===== config.mk =====
export PLATFORM = sky130hd
export DESIGN_NAME = reg_bus_master
export DESIGN_NICKNAME = d
export VERILOG_FILES = /design/src/rtl/reg_bus_master_pkg.sv /design/src/rtl/reg_cmd_fifo.sv /design/src/rtl/reg_bus_master.sv
export SDC_FILE = /design/constraint.sdc
export NUM_CORES = 1
export LEC_CHECK = 0
export CORE_MARGIN = 3
export CORE_UTILIZATION = 50
export CTS_BUF_LIST = sky130_fd_sc_hd__clkbuf_8
export DETAILED_ROUTE_END_ITERATION = 16
export DONT_BUFFER_PORTS = 1
export PLACE_DENSITY = 0.62
export SYNTH_ARGS = -nofsm -noshare
export SYNTH_HDL_FRONTEND = slang
export SYNTH_SLANG_ARGS = --single-unit

===== constraint.sdc =====
create_clock -name clk_i -period 3 [get_ports clk_i]
set_input_delay 0.6 -clock clk_i [delete_from_list [all_inputs] [get_ports clk_i]]
set_output_delay 0.6 -clock clk_i [all_outputs]
set_load 0.005 [all_outputs]

===== src/rtl/reg_bus_master_pkg.sv =====
// Shared types and sizing for the register-bus command initiator.
package reg_bus_master_pkg;

    localparam int unsigned ADDR_W    = 3;
    localparam int unsigned DATA_W    = 16;
    localparam int unsigned CMD_DEPTH = 4;
    localparam int unsigned PTR_W     = (CMD_DEPTH > 2) ? $clog2(CMD_DEPTH) : 1;

    // Bits needed to hold values 0..max_val (at least one bit).
    function automatic int unsigned cnt_w(input int unsigned max_val);
        return (max_val == 0) ? 1 : $clog2(max_val + 1);
    endfunction

    typedef enum logic [2:0] {
        IDLE  = 3'd0,
        ISSUE = 3'd1,
        WAIT  = 3'd2,
        RESP  = 3'd3,
        GAP   = 3'd4
    } state_e;

    typedef struct packed {
        logic              wr;
        logic              poll;
        logic [ADDR_W-1:0] addr;
        logic [DATA_W-1:0] wdata;
    } cmd_t;

endpackage


===== src/rtl/reg_cmd_fifo.sv =====
// Synchronous first-word-fall-through FIFO of bus commands with registered flags and head.
module reg_cmd_fifo
    import reg_bus_master_pkg::*;
(
    input  logic clk_i,
    input  logic rst_i,
    input  logic push_i,
    input  logic pop_i,
    input  cmd_t din_i,
    output cmd_t dout_o,
    output logic full_o,
    output logic empty_o
);

    localparam int unsigned CNT_W = PTR_W + 1;

    cmd_t             mem_q [CMD_DEPTH];
    logic [PTR_W-1:0] wr_ptr_q, wr_ptr_d, rd_ptr_q, rd_ptr_d;
    logic [CNT_W-1:0] cnt_q, cnt_d;
    cmd_t             dout_q, dout_d;
    logic             full_q, full_d, empty_q, empty_d;
    logic             push_ok, pop_ok;

    always_comb begin
        push_ok  = push_i && !full_q;
        pop_ok   = pop_i && !empty_q;
        wr_ptr_d = push_ok ? wr_ptr_q + PTR_W'(1) : wr_ptr_q;
        rd_ptr_d = pop_ok ? rd_ptr_q + PTR_W'(1) : rd_ptr_q;
        cnt_d    = cnt_q + CNT_W'(push_ok) - CNT_W'(pop_ok);
        full_d   = (cnt_d == CNT_W'(CMD_DEPTH));
        empty_d  = (cnt_d == '0);
        // A push into an (effectively) empty FIFO becomes the head directly.
        if (push_ok && ((cnt_q - CNT_W'(pop_ok)) == '0)) begin
            dout_d = din_i;
        end else begin
            dout_d = mem_q[rd_ptr_d];
        end
    end

    // full reads high during reset so nothing is accepted until one cycle after release.
    always_ff @(posedge clk_i) begin
        if (rst_i) begin
            wr_ptr_q <= '0;
            rd_ptr_q <= '0;
            cnt_q    <= '0;
            full_q   <= 1'b1;
            empty_q  <= 1'b1;
            dout_q   <= '0;
        end else begin
            wr_ptr_q <= wr_ptr_d;
            rd_ptr_q <= rd_ptr_d;
            cnt_q    <= cnt_d;
            full_q   <= full_d;
            empty_q  <= empty_d;
            dout_q   <= dout_d;
        end
    end

    always_ff @(posedge clk_i) begin
        if (push_ok) begin
            mem_q[wr_ptr_q] <= din_i;
        end
    end

    assign dout_o  = dout_q;
    assign full_o  = full_q;
    assign empty_o = empty_q;

endmodule


===== src/rtl/reg_bus_master.sv =====
// Command-driven register-bus initiator: queued commands out as single-cycle accesses, one response each.
// Optional polling reads are enabled by defining REG_BUS_MASTER_POLL_EN.
module reg_bus_master
    import reg_bus_master_pkg::*;
#(
    parameter int unsigned RD_LAT   = 1,
    parameter int unsigned POLL_GAP = 4,
    parameter int unsigned POLL_MAX = 255
) (
    input  logic              clk_i,
    input  logic              rst_i,
    input  logic              cmd_valid_i,
    output logic              cmd_ready_o,
    input  logic              cmd_wr_i,
    input  logic [ADDR_W-1:0] cmd_addr_i,
    input  logic [DATA_W-1:0] cmd_wdata_i,
    input  logic              cmd_poll_i,
    output logic              rsp_valid_o,
    input  logic              rsp_ready_i,
    output logic              rsp_wr_o,
    output logic [DATA_W-1:0] rsp_rdata_o,
    output logic              rsp_err_o,
    output logic              acc_en_o,
    output logic              wr_en_o,
    output logic [ADDR_W-1:0] addr_o,
    output logic [DATA_W-1:0] wdata_o,
    input  logic [DATA_W-1:0] rdata_i
);

    localparam int unsigned WAIT_W    = cnt_w(RD_LAT);
    localparam int unsigned WAIT_LAST = (RD_LAT > 0) ? RD_LAT - 1 : 0;

    state_e            state_q, state_d;
    cmd_t              cmd_q, cmd_d, fifo_din, fifo_dout, issue_cmd_c;
    logic              fifo_full, fifo_empty, fifo_push, fifo_pop_c;
    logic [WAIT_W-1:0] wait_q, wait_d;
    logic              acc_en_q, acc_en_d, wr_en_q, wr_en_d;
    logic [ADDR_W-1:0] addr_q, addr_d;
    logic [DATA_W-1:0] wdata_q, wdata_d, rsp_rdata_q, rsp_rdata_d;
    logic              rsp_valid_q, rsp_valid_d, rsp_wr_q, rsp_wr_d;
    logic              issue_c, sample_c, resp_c;

    assign fifo_din  = '{wr: cmd_wr_i, poll: cmd_poll_i, addr: cmd_addr_i, wdata: cmd_wdata_i};
    assign fifo_push = cmd_valid_i && !fifo_full;

    reg_cmd_fifo u_fifo (
        .clk_i   (clk_i),
        .rst_i   (rst_i),
        .push_i  (fifo_push),
        .pop_i   (fifo_pop_c),
        .din_i   (fifo_din),
        .dout_o  (fifo_dout),
        .full_o  (fifo_full),
        .empty_o (fifo_empty)
    );

`ifdef REG_BUS_MASTER_POLL_EN
    localparam int unsigned ATT_W    = cnt_w(POLL_MAX);
    localparam int unsigned GAP_W    = cnt_w(POLL_GAP);
    localparam int unsigned GAP_LAST = (POLL_GAP > 0) ? POLL_GAP - 1 : 0;

    logic [ATT_W-1:0] att_q, att_d;
    logic [GAP_W-1:0] gap_q, gap_d;
    logic             rsp_err_q, rsp_err_d, err_c;
`else
    logic unused_poll_c;
    assign unused_poll_c = ^{cmd_q.poll, 32'(POLL_GAP), 32'(POLL_MAX)};
`endif

    always_comb begin
        state_d     = state_q;
        cmd_d       = cmd_q;
        wait_d      = wait_q;
        acc_en_d    = 1'b0;
        wr_en_d     = 1'b0;
        addr_d      = addr_q;
        wdata_d     = wdata_q;
        rsp_valid_d = rsp_valid_q;
        rsp_wr_d    = rsp_wr_q;
        rsp_rdata_d = rsp_rdata_q;
        fifo_pop_c  = 1'b0;
        issue_c     = 1'b0;
        issue_cmd_c = cmd_q;
        sample_c    = 1'b0;
        resp_c      = 1'b0;
`ifdef REG_BUS_MASTER_POLL_EN
        att_d       = att_q;
        gap_d       = gap_q;
        rsp_err_d   = rsp_err_q;
        err_c       = 1'b0;
`endif
        case (state_q)
            IDLE: begin
                if (!fifo_empty) begin
                    fifo_pop_c  = 1'b1;
                    cmd_d       = fifo_dout;
                    issue_c     = 1'b1;
                    issue_cmd_c = fifo_dout;
`ifdef REG_BUS_MASTER_POLL_EN
                    att_d       = ATT_W'(1);
`endif
                end
            end
            ISSUE: begin
                if (RD_LAT == 0) begin
                    sample_c = 1'b1;
                end else begin
                    state_d = WAIT;
                    wait_d  = '0;
                end
            end
            WAIT: begin
                if (wait_q == WAIT_W'(WAIT_LAST)) begin
                    sample_c = 1'b1;
                end else begin
                    wait_d = wait_q + WAIT_W'(1);
                end
            end
            RESP: begin
                if (rsp_ready_i) begin
                    rsp_valid_d = 1'b0;
                    rsp_wr_d    = 1'b0;
                    rsp_rdata_d = '0;
`ifdef REG_BUS_MASTER_POLL_EN
                    rsp_err_d   = 1'b0;
`endif
                    state_d     = IDLE;
                end
            end
`ifdef REG_BUS_MASTER_POLL_EN
            GAP: begin
                if (gap_q == GAP_W'(GAP_LAST)) begin
                    issue_c = 1'b1;
                    att_d   = att_q + ATT_W'(1);
                end else begin
                    gap_d = gap_q + GAP_W'(1);
                end
            end
`endif
            default: state_d = IDLE;
        endcase

        if (issue_c) begin
            state_d  = ISSUE;
            acc_en_d = 1'b1;
            wr_en_d  = issue_cmd_c.wr;
            addr_d   = issue_cmd_c.addr;
            wdata_d  = issue_cmd_c.wdata;
        end

        // Read data is only valid at the sample point; a failed poll retries instead of responding.
        if (sample_c) begin
            resp_c = 1'b1;
`ifdef REG_BUS_MASTER_POLL_EN
            if (cmd_q.poll && !cmd_q.wr && ((rdata_i & cmd_q.wdata) == '0)) begin
                if (att_q < ATT_W'(POLL_MAX)) begin
                    resp_c  = 1'b0;
                    state_d = GAP;
                    gap_d   = '0;
                end else begin
                    err_c = 1'b1;
                end
            end
            rsp_err_d = resp_c ? err_c : rsp_err_q;
`endif
            if (resp_c) begin
                state_d     = RESP;
                rsp_valid_d = 1'b1;
                rsp_wr_d    = cmd_q.wr;
                rsp_rdata_d = cmd_q.wr ? '0 : rdata_i;
            end
        end
    end

    always_ff @(posedge clk_i) begin
        if (rst_i) begin
            state_q     <= IDLE;
            cmd_q       <= '0;
            wait_q      <= '0;
            acc_en_q    <= 1'b0;
            wr_en_q     <= 1'b0;
            addr_q      <= '0;
            wdata_q     <= '0;
            rsp_valid_q <= 1'b0;
            rsp_wr_q    <= 1'b0;
            rsp_rdata_q <= '0;
        end else begin
            state_q     <= state_d;
            cmd_q       <= cmd_d;
            wait_q      <= wait_d;
            acc_en_q    <= acc_en_d;
            wr_en_q     <= wr_en_d;
            addr_q      <= addr_d;
            wdata_q     <= wdata_d;
            rsp_valid_q <= rsp_valid_d;
            rsp_wr_q    <= rsp_wr_d;
            rsp_rdata_q <= rsp_rdata_d;
        end
    end

`ifdef REG_BUS_MASTER_POLL_EN
    always_ff @(posedge clk_i) begin
        if (rst_i) begin
            att_q     <= '0;
            gap_q     <= '0;
            rsp_err_q <= 1'b0;
        end else begin
            att_q     <= att_d;
            gap_q     <= gap_d;
            rsp_err_q <= rsp_err_d;
        end
    end
    assign rsp_err_o = rsp_err_q;
`else
    assign rsp_err_o = 1'b0;
`endif

    assign cmd_ready_o = !fifo_full;
    assign acc_en_o    = acc_en_q;
    assign wr_en_o     = wr_en_q;
    assign addr_o      = addr_q;
    assign wdata_o     = wdata_q;
    assign rsp_valid_o = rsp_valid_q;
    assign rsp_wr_o    = rsp_wr_q;
    assign rsp_rdata_o = rsp_rdata_q;

endmodule


==> metrics.cfg <==
[status]
run_status = finished clean

[detailed_routing]
detail_route.vias_per_cell = 5.52
detail_route.iter0.violations = 121
routed_wire_length_per_instance_um = 18.6
drc = 0
antenna_left = 0
drt_first_pass_iters = 4
vias = 2922
finalWirelength_mm = 9.83

[global_routing]
initial_antenna_violation_count = 0
overflow = 0
grt_util_met2_pct = 27.7
grt_start_max_net_pins = 50
grtUsageMet1_pct = 20.9
met3_usage_pct = 6.33
globalRoute.busiestLayer = met2
via_count_of_the_first_global_routing_pass = 3101
grtUsageTotal_pct = 17.2
grt_pass1_wl_mm = 16.2

[sta]
unrepaired_setup_endpoints_after_global_routing = no
worst_slew_pin_slew_ns = 1.00
report.final.slew_viol_count = 0
finalSetupViolations = 0
finalCriticalPeriod_ns = 2.71
maxSlewHeadroom_pct = 33.1
min_period_over_period_pct = 90.3
timing_hold_violations_final = 0
fmax_mhz = 369
finalClockSkew_ns = 0.00830
setup_tns_ns = 0

[clocking]
cts_tree = done
cts_setup_buffers = 0
worst_setup_hold_path_clk_slew_ns = 0.08
number_of_cts_inserted_buffers = 17
clock_tree.buffer_depth = 2
clk_latency_ns = 0.43
cts_resized = 0
numClockSinks = 151
cts_root_buf = sky130_fd_sc_hd__clkbuf_8
ctsHoldBuffers = 0
cts_htree_levels = 4

[critical_path]
r2r-start = state_q[0]
start_kind = flop
timing.critical_path.arrival_ns = 3.06
setup.worst_path.end_class = flop
setup.worst_path.class = flop to flop
worst-endpoint-required_ns = 3.35
worstSetupStartpoint = state_q[0]
worst-path-max-fanout = 23

[finish]
share_of_post_route_cells_with_drive_strength_above_1_pct = 16.0
multi_input_area_sq_um = 1520
layout.nets = 431
number_of_inserted_diodes = 0
finish.utilization_pct = 57.8
synth_to_final_area_change_pct = 10.6
seq_area_sq_um = 3820
fillCellCount = 838

[run]
max_cap_viol_count = 0

[floorplan]
design.portCount = 82
num_rows = 37
floorplan.initialDensity_pct = 52.2
fp.dieArea_sq_um = 12300
placeableCoreArea_sq_um = 10500
die_y_um = 111
die_w_um = 111

[placement]
dp_hpwl_mm = 6.06
final_weighted_congestion_in_routability_driven_placement = 0.710
port_buffers = 0

[min_path]
hp-start = rst_i
worstHoldPathType = input pin to flop

[power_and_ir_drop]
cellPowerDensity_nw_per_um2 = 999
total_leakage_power_uw = 0.00213
max-vdd-ir-drop_mv = 0.478

[synth]
register_bit_count_reported_by_yosys = 151
synthesis.yosys.warnings = 0
area_of_the_mapped_netlist_sq_um = 5490
seq_area_frac_synth_pct = 69.7
synth.net_count = 429
gate_count_after_technology_mapping = 378
syn-mean-instance-area_sq_um = 14.5
synth.distinct_cells = 30

[metrics by stage]
stage	cells	setup WS, ns	hold WS, ns	total power (uW)	area, sq um
after floorplan	378	0.750	0.413	4120	5490
after global placement	497	0.253	0.417	4400	5620
after detailed placement	497	0.197	0.423	4450	5620
after CTS	529	0.175	0.192	6150	6060
after global routing	529	0.107	0.185	6430	6070
final	529	0.291	0.229	6060	6070
[registers in the layout (all words and copies together) (netlist names), 2 cells and up]
signal	count
u_fifo.rd_ptr_q	2
u_fifo.cnt_q	3
state_q	2
u_fifo.dout_o	20
u_fifo.mem_q	80
rsp_rdata_o	16
u_fifo.wr_ptr_q	2
wdata_o	16
addr_o	3
[layout make-up]
type,count,area share [%]
Multi-Input combinational cell,190,25.0
Timing Repair Buffer,11,1.36
Tap cell,136,2.80
Clock inverter,15,3.44
Inverter,9,0.556
Clock buffer,17,3.85
Sequential cell,151,63.0
[kinds of logic (layout without fill, tap and decap cells)]
| group | count (synthesis) | count (layout) | synth area share [%] |
|---|---|---|---|
| AOI/OAI and AO/OA | 65 | 65 | 8.14 |
| xor gates and xnor gates | 7 | 7 | 1.46 |
| adders and majority gates | 10 | 10 | 2.42 |
| muxes | 21 | 21 | 8.39 |
| DFF | 151 | 151 | 69.7 |
| buffers and inverters | 37 | 52 | 3.05 |
| and+or+nand+nor | 86 | 86 | 6.82 |
| other | 1 | 1 | 0.0683 |
[synthesized netlist by cell type]
library cell               instances  area [sq um]
sky130_fd_sc_hd__conb_1            1          3.75
sky130_fd_sc_hd__buf_6             3          33.8
sky130_fd_sc_hd__nand2b_1          3          18.8
sky130_fd_sc_hd__nand3b_1          1          7.51
sky130_fd_sc_hd__buf_4             1          7.51
sky130_fd_sc_hd__a31oi_1           1          6.26
sky130_fd_sc_hd__and2b_1           1          7.51
sky130_fd_sc_hd__mux4_2           20           450
sky130_fd_sc_hd__nor2_1           25          93.8
sky130_fd_sc_hd__clkbuf_1         17          63.8
sky130_fd_sc_hd__edfxtp_1         80          2400
sky130_fd_sc_hd__nor2b_1           6          37.5
sky130_fd_sc_hd__inv_1             9          33.8
sky130_fd_sc_hd__nand2_1          41           154
sky130_fd_sc_hd__o21ai_0           2          10.0
sky130_fd_sc_hd__buf_2             2          10.0
sky130_fd_sc_hd__nor3_1            1          5.00
sky130_fd_sc_hd__a21oi_1          24           120
sky130_fd_sc_hd__a22o_1           20           175
sky130_fd_sc_hd__ha_1              9           113
sky130_fd_sc_hd__a22oi_1          17           128
sky130_fd_sc_hd__and2_1            5          31.3
sky130_fd_sc_hd__xnor2_1           6          52.6
sky130_fd_sc_hd__and3_1            3          18.8
sky130_fd_sc_hd__o31ai_1           1          7.51
sky130_fd_sc_hd__buf_1             5          18.8
sky130_fd_sc_hd__dfxtp_1          71          1420
sky130_fd_sc_hd__fa_1              1          20.0
sky130_fd_sc_hd__mux2i_1           1          10.0
sky130_fd_sc_hd__xnor2_4           1          27.5
[path summary, 6_finish.rpt]
kind	slack, ns	cells past startpoint	endpoint
max reg2reg	0.29	11	u_fifo.empty_o
min reg2reg	0.43	2	wdata_o[13]
max	0.29	11	u_fifo.empty_o
min	0.23	1	wdata_o[15]
[power by group]
| group | switching [uW] | internal [uW] |
|---|---|---|
| registers | 172 | 2560 |
| logic | 826 | 816 |
| clock network | 713 | 978 |
| total | 1710 | 4350 |
[cell usage in the layout, fill, tap and decap left out]
cell                          n
sky130_fd_sc_hd__a21oi_1     23
sky130_fd_sc_hd__a21oi_4      1
sky130_fd_sc_hd__a22o_1      20
sky130_fd_sc_hd__a22oi_1     17
sky130_fd_sc_hd__a31oi_1      1
sky130_fd_sc_hd__and2_1       5
sky130_fd_sc_hd__and2b_1      1
sky130_fd_sc_hd__and3_1       2
sky130_fd_sc_hd__and3_2       1
sky130_fd_sc_hd__buf_4       11
sky130_fd_sc_hd__bufinv_16    5
sky130_fd_sc_hd__clkbuf_8    17
sky130_fd_sc_hd__clkinv_1     4
sky130_fd_sc_hd__clkinv_2     2
sky130_fd_sc_hd__clkinv_4     3
sky130_fd_sc_hd__clkinvlp_4   1
sky130_fd_sc_hd__conb_1       1
sky130_fd_sc_hd__dfxtp_1     71
sky130_fd_sc_hd__edfxtp_1    80
sky130_fd_sc_hd__fa_1         1
sky130_fd_sc_hd__ha_1         9
sky130_fd_sc_hd__inv_1        9
sky130_fd_sc_hd__mux2i_1      1
sky130_fd_sc_hd__mux4_2      20
sky130_fd_sc_hd__nand2_1     41
sky130_fd_sc_hd__nand2b_1     3
sky130_fd_sc_hd__nand3b_1     1
sky130_fd_sc_hd__nor2_1      25
sky130_fd_sc_hd__nor2b_1      6
sky130_fd_sc_hd__nor3_1       1
sky130_fd_sc_hd__o21ai_0      2
sky130_fd_sc_hd__o31ai_1      1
sky130_fd_sc_hd__xnor2_1      5
sky130_fd_sc_hd__xnor2_2      1
sky130_fd_sc_hd__xnor2_4      1
[worst max-delay path, stage by stage, from the launching register on]
cell and delay [ns]:
sky130_fd_sc_hd__dfxtp_1 0.36, sky130_fd_sc_hd__inv_1 0.07, sky130_fd_sc_hd__ha_1 0.25, sky130_fd_sc_hd__and2b_1 0.18, sky130_fd_sc_hd__buf_4 0.24, sky130_fd_sc_hd__xnor2_1 0.34, sky130_fd_sc_hd__inv_1 0.09, sky130_fd_sc_hd__ha_1 0.20
sky130_fd_sc_hd__fa_1 0.38, sky130_fd_sc_hd__xnor2_1 0.23, sky130_fd_sc_hd__nor2_1 0.08, sky130_fd_sc_hd__nor3_1 0.21
[routing by layer]
metal	share of wire, %	vias up
met5	0	-
met4	1.6	0
met3	6.4	17
met2	49	83
met1	43	1446
li1	-	1376
Power figures use the tool's default switching activity.
